**src/rtl/uart_pkg.sv**
```systemverilog
// Shared types for the UART transmit arbiter slice.
package uart_pkg;

  typedef enum logic [2:0] {ARB, HOLD, ISSUE, WAIT_HI, WAIT_LO} arb_state_t;

  localparam int UART_BYTE_W = 8;

endpackage

```
**src/rtl/uart_tx_arbiter_rr.sv**
```systemverilog
// Rotate-priority picker: first asserted request at or after ptr, wrapping.
module rr_arbiter #(
  parameter int N = 4
) (
  input  logic [N-1:0]         req,
  input  logic [$clog2(N)-1:0] ptr,
  output logic [N-1:0]         gnt,
  output logic [$clog2(N)-1:0] idx,
  output logic                 any
);

  localparam int IW = $clog2(N);

  logic [IW-1:0] cand;

  always_comb begin
    gnt  = '0;
    idx  = '0;
    any  = 1'b0;
    cand = '0;
    for (int unsigned k = 0; k < N; k++) begin
      cand = IW'((32'(ptr) + k) % N);
      if (!any && req[cand]) begin
        any = 1'b1;
        idx = cand;
      end
    end
    gnt[idx] = any;
  end

endmodule

```
**src/rtl/uart_tx_arbiter.sv**
```systemverilog
// Per-packet round-robin sharing of one uart_tx among NUM_REQ byte requesters.
module uart_tx_arbiter
  import uart_pkg::*;
#(
  parameter int NUM_REQ      = 4,
  parameter int IDLE_TIMEOUT = 4095
) (
  input  logic                           clk,
  input  logic                           rst_n,
  input  logic [NUM_REQ-1:0]             req_valid,
  input  logic [NUM_REQ*UART_BYTE_W-1:0] req_data,
  input  logic [NUM_REQ-1:0]             req_last,
  output logic [NUM_REQ-1:0]             req_ready,
  output logic                           send_trig,
  output logic [UART_BYTE_W-1:0]         send_data,
  input  logic                           tx_bsy,
  output logic [$clog2(NUM_REQ)-1:0]     grant_id,
  output logic                           locked,
  output logic                           timeout_err
);

  localparam int GW = $clog2(NUM_REQ);
  localparam int CW = (IDLE_TIMEOUT > 0) ? $clog2(IDLE_TIMEOUT + 1) : 1;
  localparam logic [CW-1:0] TO_VAL = CW'(IDLE_TIMEOUT);

  arb_state_t             state_q, state_d;
  logic [UART_BYTE_W-1:0] data_q, data_d;
  logic                   last_q, last_d;
  logic [GW-1:0]          grant_q, grant_d;
  logic [GW-1:0]          ptr_q, ptr_d;
  logic                   locked_q, locked_d;
  logic                   to_q, to_d;
  logic [CW-1:0]          idle_q, idle_d;
  logic                   whi_q, whi_d;

  logic [NUM_REQ-1:0]     arb_gnt;
  logic [GW-1:0]          arb_idx;
  logic                   arb_any;
  logic [GW-1:0]          ptr_next;

  rr_arbiter #(.N(NUM_REQ)) u_rr (
    .req (req_valid),
    .ptr (ptr_q),
    .gnt (arb_gnt),
    .idx (arb_idx),
    .any (arb_any)
  );

  assign ptr_next = (grant_q == GW'(NUM_REQ - 1)) ? '0 : grant_q + 1'b1;

  always_comb begin
    state_d   = state_q;
    data_d    = data_q;
    last_d    = last_q;
    grant_d   = grant_q;
    ptr_d     = ptr_q;
    locked_d  = locked_q;
    to_d      = 1'b0;
    idle_d    = idle_q;
    whi_d     = whi_q;
    req_ready = '0;
    send_trig = 1'b0;
    unique case (state_q)
      ARB: begin
        // rst_n gate keeps ready low while reset holds state in ARB
        if (rst_n && !tx_bsy && arb_any) begin
          req_ready = arb_gnt;
          data_d    = req_data[arb_idx*UART_BYTE_W +: UART_BYTE_W];
          last_d    = req_last[arb_idx];
          grant_d   = arb_idx;
          locked_d  = 1'b1;
          state_d   = ISSUE;
        end
      end
      ISSUE: begin
        send_trig = 1'b1;
        whi_d     = 1'b0;
        state_d   = WAIT_HI;
      end
      WAIT_HI: begin
        if (tx_bsy) state_d = WAIT_LO;
        else if (whi_q) state_d = ISSUE;
        else whi_d = 1'b1;
      end
      WAIT_LO: begin
        if (!tx_bsy) begin
          if (last_q) begin
            locked_d = 1'b0;
            ptr_d    = ptr_next;
            state_d  = ARB;
          end else begin
            idle_d  = '0;
            state_d = HOLD;
          end
        end
      end
      HOLD: begin
        if (req_valid[grant_q]) begin
          req_ready[grant_q] = 1'b1;
          data_d  = req_data[grant_q*UART_BYTE_W +: UART_BYTE_W];
          last_d  = req_last[grant_q];
          state_d = ISSUE;
        end else begin
          if (idle_q != '1) idle_d = idle_q + 1'b1;
          if (IDLE_TIMEOUT != 0 && idle_d == TO_VAL) begin
            to_d     = 1'b1;
            locked_d = 1'b0;
            ptr_d    = ptr_next;
            state_d  = ARB;
          end
        end
      end
      default: state_d = ARB;
    endcase
  end

  always_ff @(posedge clk or negedge rst_n) begin
    if (!rst_n) begin
      state_q  <= ARB;
      data_q   <= '0;
      last_q   <= 1'b0;
      grant_q  <= '0;
      ptr_q    <= '0;
      locked_q <= 1'b0;
      to_q     <= 1'b0;
      idle_q   <= '0;
      whi_q    <= 1'b0;
    end else begin
      state_q  <= state_d;
      data_q   <= data_d;
      last_q   <= last_d;
      grant_q  <= grant_d;
      ptr_q    <= ptr_d;
      locked_q <= locked_d;
      to_q     <= to_d;
      idle_q   <= idle_d;
      whi_q    <= whi_d;
    end
  end

  assign send_data   = data_q;
  assign grant_id    = grant_q;
  assign locked      = locked_q;
  assign timeout_err = to_q;

endmodule

```
**config.mk**
```make
export PLATFORM = sky130hd
export DESIGN_NAME = uart_tx_arbiter
export DESIGN_NICKNAME = d
export VERILOG_FILES = /design/src/rtl/uart_pkg.sv /design/src/rtl/uart_tx_arbiter_rr.sv /design/src/rtl/uart_tx_arbiter.sv
export SDC_FILE = /design/constraint.sdc
export NUM_CORES = 1
export LEC_CHECK = 0
export ABC_CLOCK_PERIOD_IN_PS = 3000
export CAP_MARGIN = 0
export CORE_MARGIN = 2
export CORE_UTILIZATION = 30
export CTS_CLUSTER_DIAMETER = 40
export DETAILED_ROUTE_END_ITERATION = 12
export GPL_TIMING_DRIVEN = 0
export HOLD_SLACK_MARGIN = 0.15
export PLACE_DENSITY = 0.6
export SLEW_MARGIN = 20
export SYNTH_ARGS = -nofsm -noshare
export SYNTH_HDL_FRONTEND = slang
export SYNTH_SLANG_ARGS = --single-unit
export TNS_END_PERCENT = 20
```
**constraint.sdc**
```tcl
create_clock -name clk -period 3 [get_ports clk]
set_clock_uncertainty 0.15 [all_clocks]
set_input_delay 0.3 -clock clk [delete_from_list [all_inputs] [get_ports clk]]
set_output_delay 0.3 -clock clk [all_outputs]
set_load 0.02 [all_outputs]
```
==> results of run 1 <==
## state kept, by name (all words and copies together) (netlist names)
signal,flops
idle_q,12
send_data,8
state_q,3
grant_id,2
ptr_q,2
last_q,1
locked,1
timeout_err,1
whi_q,1
## critical path: cells and delay by family, from the launching register on
family	cells	cell delay, ns
muxes	1	0.59
DFF	1	0.53
buffers and inverters	2	0.51
AOI/OAI and AO/OA	1	0.25
and+or+nand+nor	1	0.23
## routing by layer
metal | vias up | part of all wire | track usage | wire, um
li1 | 1098 | - | - | -
met1 | 1085 | 0.47 | 0.214 | 2880
met2 | 74 | 0.46 | 0.232 | 2850
met3 | 7 | 0.059 | 0.0353 | 360
met4 | 0 | 0.0093 | 0.0265 | 57
met5 | - | 0 | 0 | 0
## cell families (layout without fill, tap and decap cells)
kind of cell / count (synthesis) / count (layout)
adders and majority gates: 5 / 5
AOI/OAI and AO/OA: 70 / 70
muxes: 27 / 27
buffers and inverters: 19 / 92
DFF: 31 / 31
and+or+nand+nor: 100 / 100
xor gates and xnor gates: 1 / 1
## power groups by stage
stage	clock, mW	combinational (mW)	sequential [mW]
2_1_floorplan	0	0.905	0.752
3_3_place_gp	0	1.42	0.692
3_5_place_dp	0	1.44	0.695
4_1_cts	0.347	1.45	0.691
5_1_grt	0.364	1.62	0.717
6_report	0.330	1.47	0.693
## what timing repair did
item,4_1_cts,5_1_grt
endpoints found under the hold margin,31,21
buffers inserted,1,2
endpoints found under the setup margin,4,4
pin swaps,0,1
hold buffers,2,1
gates resized for setup,12,9
## per-stage QoR
stage	setup slack (ns)	setup TNS (ns)	util
floorplan	0.427	0	-
global placement	-1.68	-15.82	0.412
detailed placement	-0.422	-1.27	0.415
CTS	-0.0126	-0.0218	0.431
global route	0.0252	0	0.439
finish	0.164	0	0.439
## placed cells by master (no fill, tap or decap), types with 4 or more instances in the layout
cell,count
mux2i_1,19
a21oi_1,16
nor2_1,27
inv_1,4
nand2_1,27
nand3_1,6
clkbuf_8,6
clkbuf_1,4
dfrtp_1,31
nor3_1,6
o21ai_0,10
a22o_1,4
a221oi_1,8
clkdlybuf4s50_1,51
nor2b_1,6
buf_4,4
buf_2,7
o31ai_1,5
ha_1,5
## final cells by class
cell class	count	area, um^2
Multi-Input combinational cell	203	1460
Buffer	14	82.6
Timing Repair Buffer	66	669
Clock inverter	1	5.00
Clock buffer	6	82.6
Tap cell	99	124
Fill cell	718	4110
Inverter	5	18.8
Sequential cell	31	776
## worst paths after layout
kind	slack [ns]	from	to	cells past startpoint
setup / recovery	0.16	grant_id[1]$_DFFE_PN0P_	req_ready[3]	5
hold / removal	0.37	whi_q$_DFFE_PN0P_	whi_q$_DFFE_PN0P_	2
setup reg to reg	0.22	idle_q[0]$_DFFE_PN0P_	ptr_q[1]$_DFFE_PN0P_	9
hold reg to reg	0.37	whi_q$_DFFE_PN0P_	whi_q$_DFFE_PN0P_	2
max in group asynchronous	1.72	rst_n	send_data[6]$_DFFE_PN0P_	4
min in group asynchronous	0.43	rst_n	timeout_err$_DFF_PN0_	2
==> summary.txt, run 1 <==
Run status
  • Outcome: finished, final reports clean

Placement
  • GP Congestion: 0.843
  • Placed Area: 3040 um^2
  • DP Wirelength: 4580 um
  • Cell total after placement: 412
  • Buffers on Ports: 59

CTS
  • Worst-path clk slew: 0.07 ns
  • CTS tree: done
  • Root buffer cell: clkbuf_8
  • Clk sinks: 31
  • Latest clock arrival within the worst-skew pair: 0.28 ns
  • Clk buf depth: 2
  • CTS H-tree depth: 2
  • CTS buffer count: 5

STA
  • Final Hold Fails: 0
  • FMAX: 353 MHz
  • Slew margin rel.: 0.388
  • Worst Hold Slack: 0.374 ns
  • Fin crit period: 2.84 ns
  • Final slew viol count: 0
  • Period utilization: 0.945
  • Final setup vio count: 0
  • RSZ-0062 raised after global routing: false
  • Worst-margin pin slew: 0.910 ns

Cells and area
  • Layout cells sized above 1: 0.160
  • # diodes: 0
  • Area grow syn2layout: 39.6%
  • Post-Layout Cell Count: 425
  • Nets: 374
  • Post-route cell area: 3220 um^2

Logic synthesis
  • Main combinational cell family by area after synthesis: simple AND/OR/NAND/NOR gates
  • Synth cell count leaders: dfrtp_1, nand2_1, nor2_1, mux2i_1, a21oi_1
  • Adder-Cell Fraction of Synth Area: 0.0271
  • Post-synth EDFFs: 0
  • FF+latch count, synth: 31
  • Syn Nets: 301
  • Top cells by area, synth: dfrtp_1, mux2i_1, nand2_1
  • Synth Area in Simple Gates: 0.227
  • Library cells used by synthesis: 61
  • Post-synthesis mux area share: 0.141
  • Mapped Cells: 253
  • Top-area cell type share of the netlist area: 0.337
  • Most used DFF post-synth: dfrtp_1
  • Syn Area/Cell: 9.11 um^2
  • Most frequent cell after synthesis: dfrtp_1
  • Largest area contributor in the netlist: dfrtp_1
  • Synth Area in Compound Gates: 0.221
  • Post-Syn Area: 2300 um^2
  • Register area share after synthesis: 0.337
  • Post-synth ARST share: 1.00
  • Ys Warns: 0
  • Synth Area in XOR/XNOR: 0.00380

Detailed routing
  • Via Count: 2264
  • Final ANT Viol Nets: 0
  • Final WL: 6140 um
  • Post-route DRC: 0
  • Starting DRT DRC Count: 151
  • TritonRoute pass-1 iters: 4
  • Routed vias/inst: 5.33
  • Routed len/inst: 14.5 um

Pwr
  • Net switching power: 1.08 mW
  • Pleak: 1.35 nW
  • Sw frac: 0.435
  • Sequential share of power: 0.278
  • Clock power frac: 0.132
  • Pwr dens: 774 nW/um^2
  • Final Power: 2.49 mW
  • Worst vdd ir: 0.381 mV
  • Comb pwr share: 0.589
  • P_int: 1.41 mW

Run
  • # Max-Cap Violations: 0

GRT
  • First-pass GRT wire length: 10400 um
  • Vias in the first global route: 2137
  • Largest net degree at the start of global routing: 22
  • Total gr overflow: 0
  • Total GRT Usage: 0.150
  • Initial antenna violation count: 0

Floorplan
  • Core Area: 7330 um^2
  • Area of the die: 8400 um^2
  • Initial Util: 0.314
  • Ports: 60
  • Die height: 91.7 um
  • Row Count: 31
  • Die W: 91.7 um

Critical path
  • CP Cell Sequence: mux4_2 -> buf_4 -> and3_1 -> a22o_1 -> dlygate4sd2_1
  • Crit path max fanout: 9
  • Worst setup EP type: output port
  • Slowest library cell on the worst path: mux4_2
  • CP Data Required Time: 2.55 ns
  • Crit path DAT: 2.39 ns
  • Critical Path Max Stage Delay: 0.59 ns
  • Critical path class: reg -> out
  • Worst setup SP type: flop

Hold path
  • HP Class: reg -> reg
No activity file was read; power rests on OpenSTA's default activity.
==> run 2: changes to the inputs <==
- GPL_ROUTABILITY_DRIVEN: unset -> 0
==> results of run 2 <==
Final layout, timing and power as in run 1 (identical DEF).
==> run 3: changes to the inputs <==
- CORE_ASPECT_RATIO: unset -> 0.6
- MAX_ROUTING_LAYER: unset -> met4
==> summary.txt, run 3 (synthesis results as in run 1) <==
Run status
  • Outcome: finished, final reports clean

Critical path
  • CP Data Required Time: 2.55 ns
  • Worst setup EP type: output port
  • Worst setup path start: grant_id[1]$_DFFE_PN0P_
  • Crit path max fanout: 8
  • CP Cell Sequence: mux4_2 -> a21oi_2 -> nor3_2 -> and3_1 -> a22o_1 -> dlygate4sd2_1
  • Crit path DAT: 2.44 ns
  • Critical path class: reg -> out
  • Worst r2r src: idle_q[1]$_DFFE_PN0P_
  • Critical Path Max Stage Delay: 0.64 ns
  • Worst setup SP type: flop
  • Slowest library cell on the worst path: mux4_2

Detailed routing
  • Max layer used: met4
  • Routed vias/inst: 5.40
  • Final ANT Viol Nets: 0
  • Post-route DRC: 0
  • TritonRoute pass-1 iters: 4
  • Routed wl met3: 511 um
  • Final WL: 6920 um
  • Metal-1 WL: 3670 um
  • Starting DRT DRC Count: 166
  • Routed len/inst: 16.1 um
  • Via Count: 2328
  • Metal2 WL: 2670 um

Pwr
  • Final Power: 2.72 mW
  • Worst vdd ir: 0.333 mV
  • Pwr dens: 830 nW/um^2
  • Pleak: 1.36 nW

STA
  • FMAX: 346 MHz
  • RSZ-0062 raised after global routing: true
  • Final setup vio count: 0
  • Period utilization: 0.962
  • Fin crit period: 2.89 ns
  • Worst-margin pin slew: 0.964 ns
  • Final slew viol count: 0
  • Final Hold Fails: 0
  • Slew margin rel.: 0.353

GRT
  • Initial antenna violation count: 0
  • Total gr overflow: 0
  • Vias in the first global route: 2198
  • Total GRT Usage: 0.180
  • Largest net degree at the start of global routing: 18
  • First-pass GRT wire length: 11500 um

Floorplan
  • Die height: 71.9 um
  • Die W: 117 um
  • Core Area: 7360 um^2
  • Initial Util: 0.313
  • Area of the die: 8420 um^2
  • Row Count: 24
  • Ports: 60

CTS
  • Clk sinks: 31
  • Root buffer cell: clkbuf_16
  • CTS tree: done
  • CTS buffer count: 5
  • Clk buf depth: 2
  • CTS H-tree depth: 2
  • Latest clock arrival within the worst-skew pair: 0.27 ns
  • Worst-path clk slew: 0.05 ns

Cells and area
  • Area grow syn2layout: 42.1%
  • Storage cell area: 776 um^2
  • Post-route cell area: 3270 um^2
  • Most frequent cells in the layout: clkdlybuf4s50_1, dfrtp_1, nor2_1, nand2_1, mux2i_1
  • Max reg flops: 12
  • Multi-input logic area: 1460 um^2
  • Layout cells sized above 1: 0.162
  • Nets: 375
  • # diodes: 0
  • Post-Layout Cell Count: 431
  • FILL cells: 712
  • Top reg by flops: idle_q
  • Leading cell type in the layout, fill and taps excluded: clkdlybuf4s50_1

Placement
  • Buffers on Ports: 59
  • Cell total after placement: 417
  • Placed Area: 3050 um^2
  • DP Wirelength: 5170 um

Hold path
  • Hold Crit Start: send_data[5]$_DFFE_PN0P_
  • HP Class: reg -> reg

Run
  • # Max-Cap Violations: 0
-- run 3: area by class of cell --
type / instances / share of cell area
buffer: 14 / 0.0252
clock buffer: 6 / 0.0424
clock inverter: 1 / 0.00153
inverter: 5 / 0.00573
multi-input combinational: 203 / 0.445
sequential: 31 / 0.237
tap: 104 / 0.0397
timing repair buffer: 67 / 0.203
-- run 3: metrics by stage --
step | TNS, ns | util | worst slack (ns) | hold WS [ns]
floorplan | 0 | - | 0.427 | -0.146
global placement | -15.35 | 0.411 | -1.71 | 0.337
detailed placement | -1.72 | 0.414 | -0.596 | 0.0978
CTS | -0.0185 | 0.437 | -0.0185 | 0.361
global route | -0.0646 | 0.445 | -0.0358 | 0.376
finish | 0 | 0.445 | 0.113 | 0.358
-- run 3: repair_timing --
action / CTS / global route
hold buffers: 2 / 0
gates resized for setup: 18 / 5
hold endpoints to repair: 31 / 0
pin swaps: 0 / 1
setup endpoints to repair: 4 / 5
buffers inserted: 0 / 5
-- run 3: layer usage --
metal	GRT usage	up-vias
met2	0.227	100
li1	-	1107
met5	-	-
met1	0.287	1115
met4	0.0458	0
met3	0.0343	6
-- run 3: power by group --
group | total (mW) | switching, mW | internal [mW]
Clock | 0.494 | 0.171 | 0.323
Combinational | 1.53 | 0.848 | 0.679
Sequential | 0.695 | 0.131 | 0.563
-- run 3: path summary, 6_finish.rpt --
kind | endpoint | slack (ns) | cells after the start
hold reg to reg | send_data[5]$_DFFE_PN0P_ | 0.36 | 1
max in group asynchronous | state_q[2]$_DFFE_PN0P_ | 1.53 | 3
setup / recovery | req_ready[3] | 0.11 | 6
hold / removal | send_data[5]$_DFFE_PN0P_ | 0.36 | 1
min in group asynchronous | idle_q[2]$_DFFE_PN0P_ | 0.50 | 2
setup reg to reg | ptr_q[1]$_DFFE_PN0P_ | 0.15 | 9
-- run 3: worst max-delay path, delay by kind of cell (launching register included) --
kind,cells,cell delay (ns)
compound gates,2,0.39
simple gates,2,0.29
mux,1,0.64
buf+inv,1,0.32
flops,1,0.52
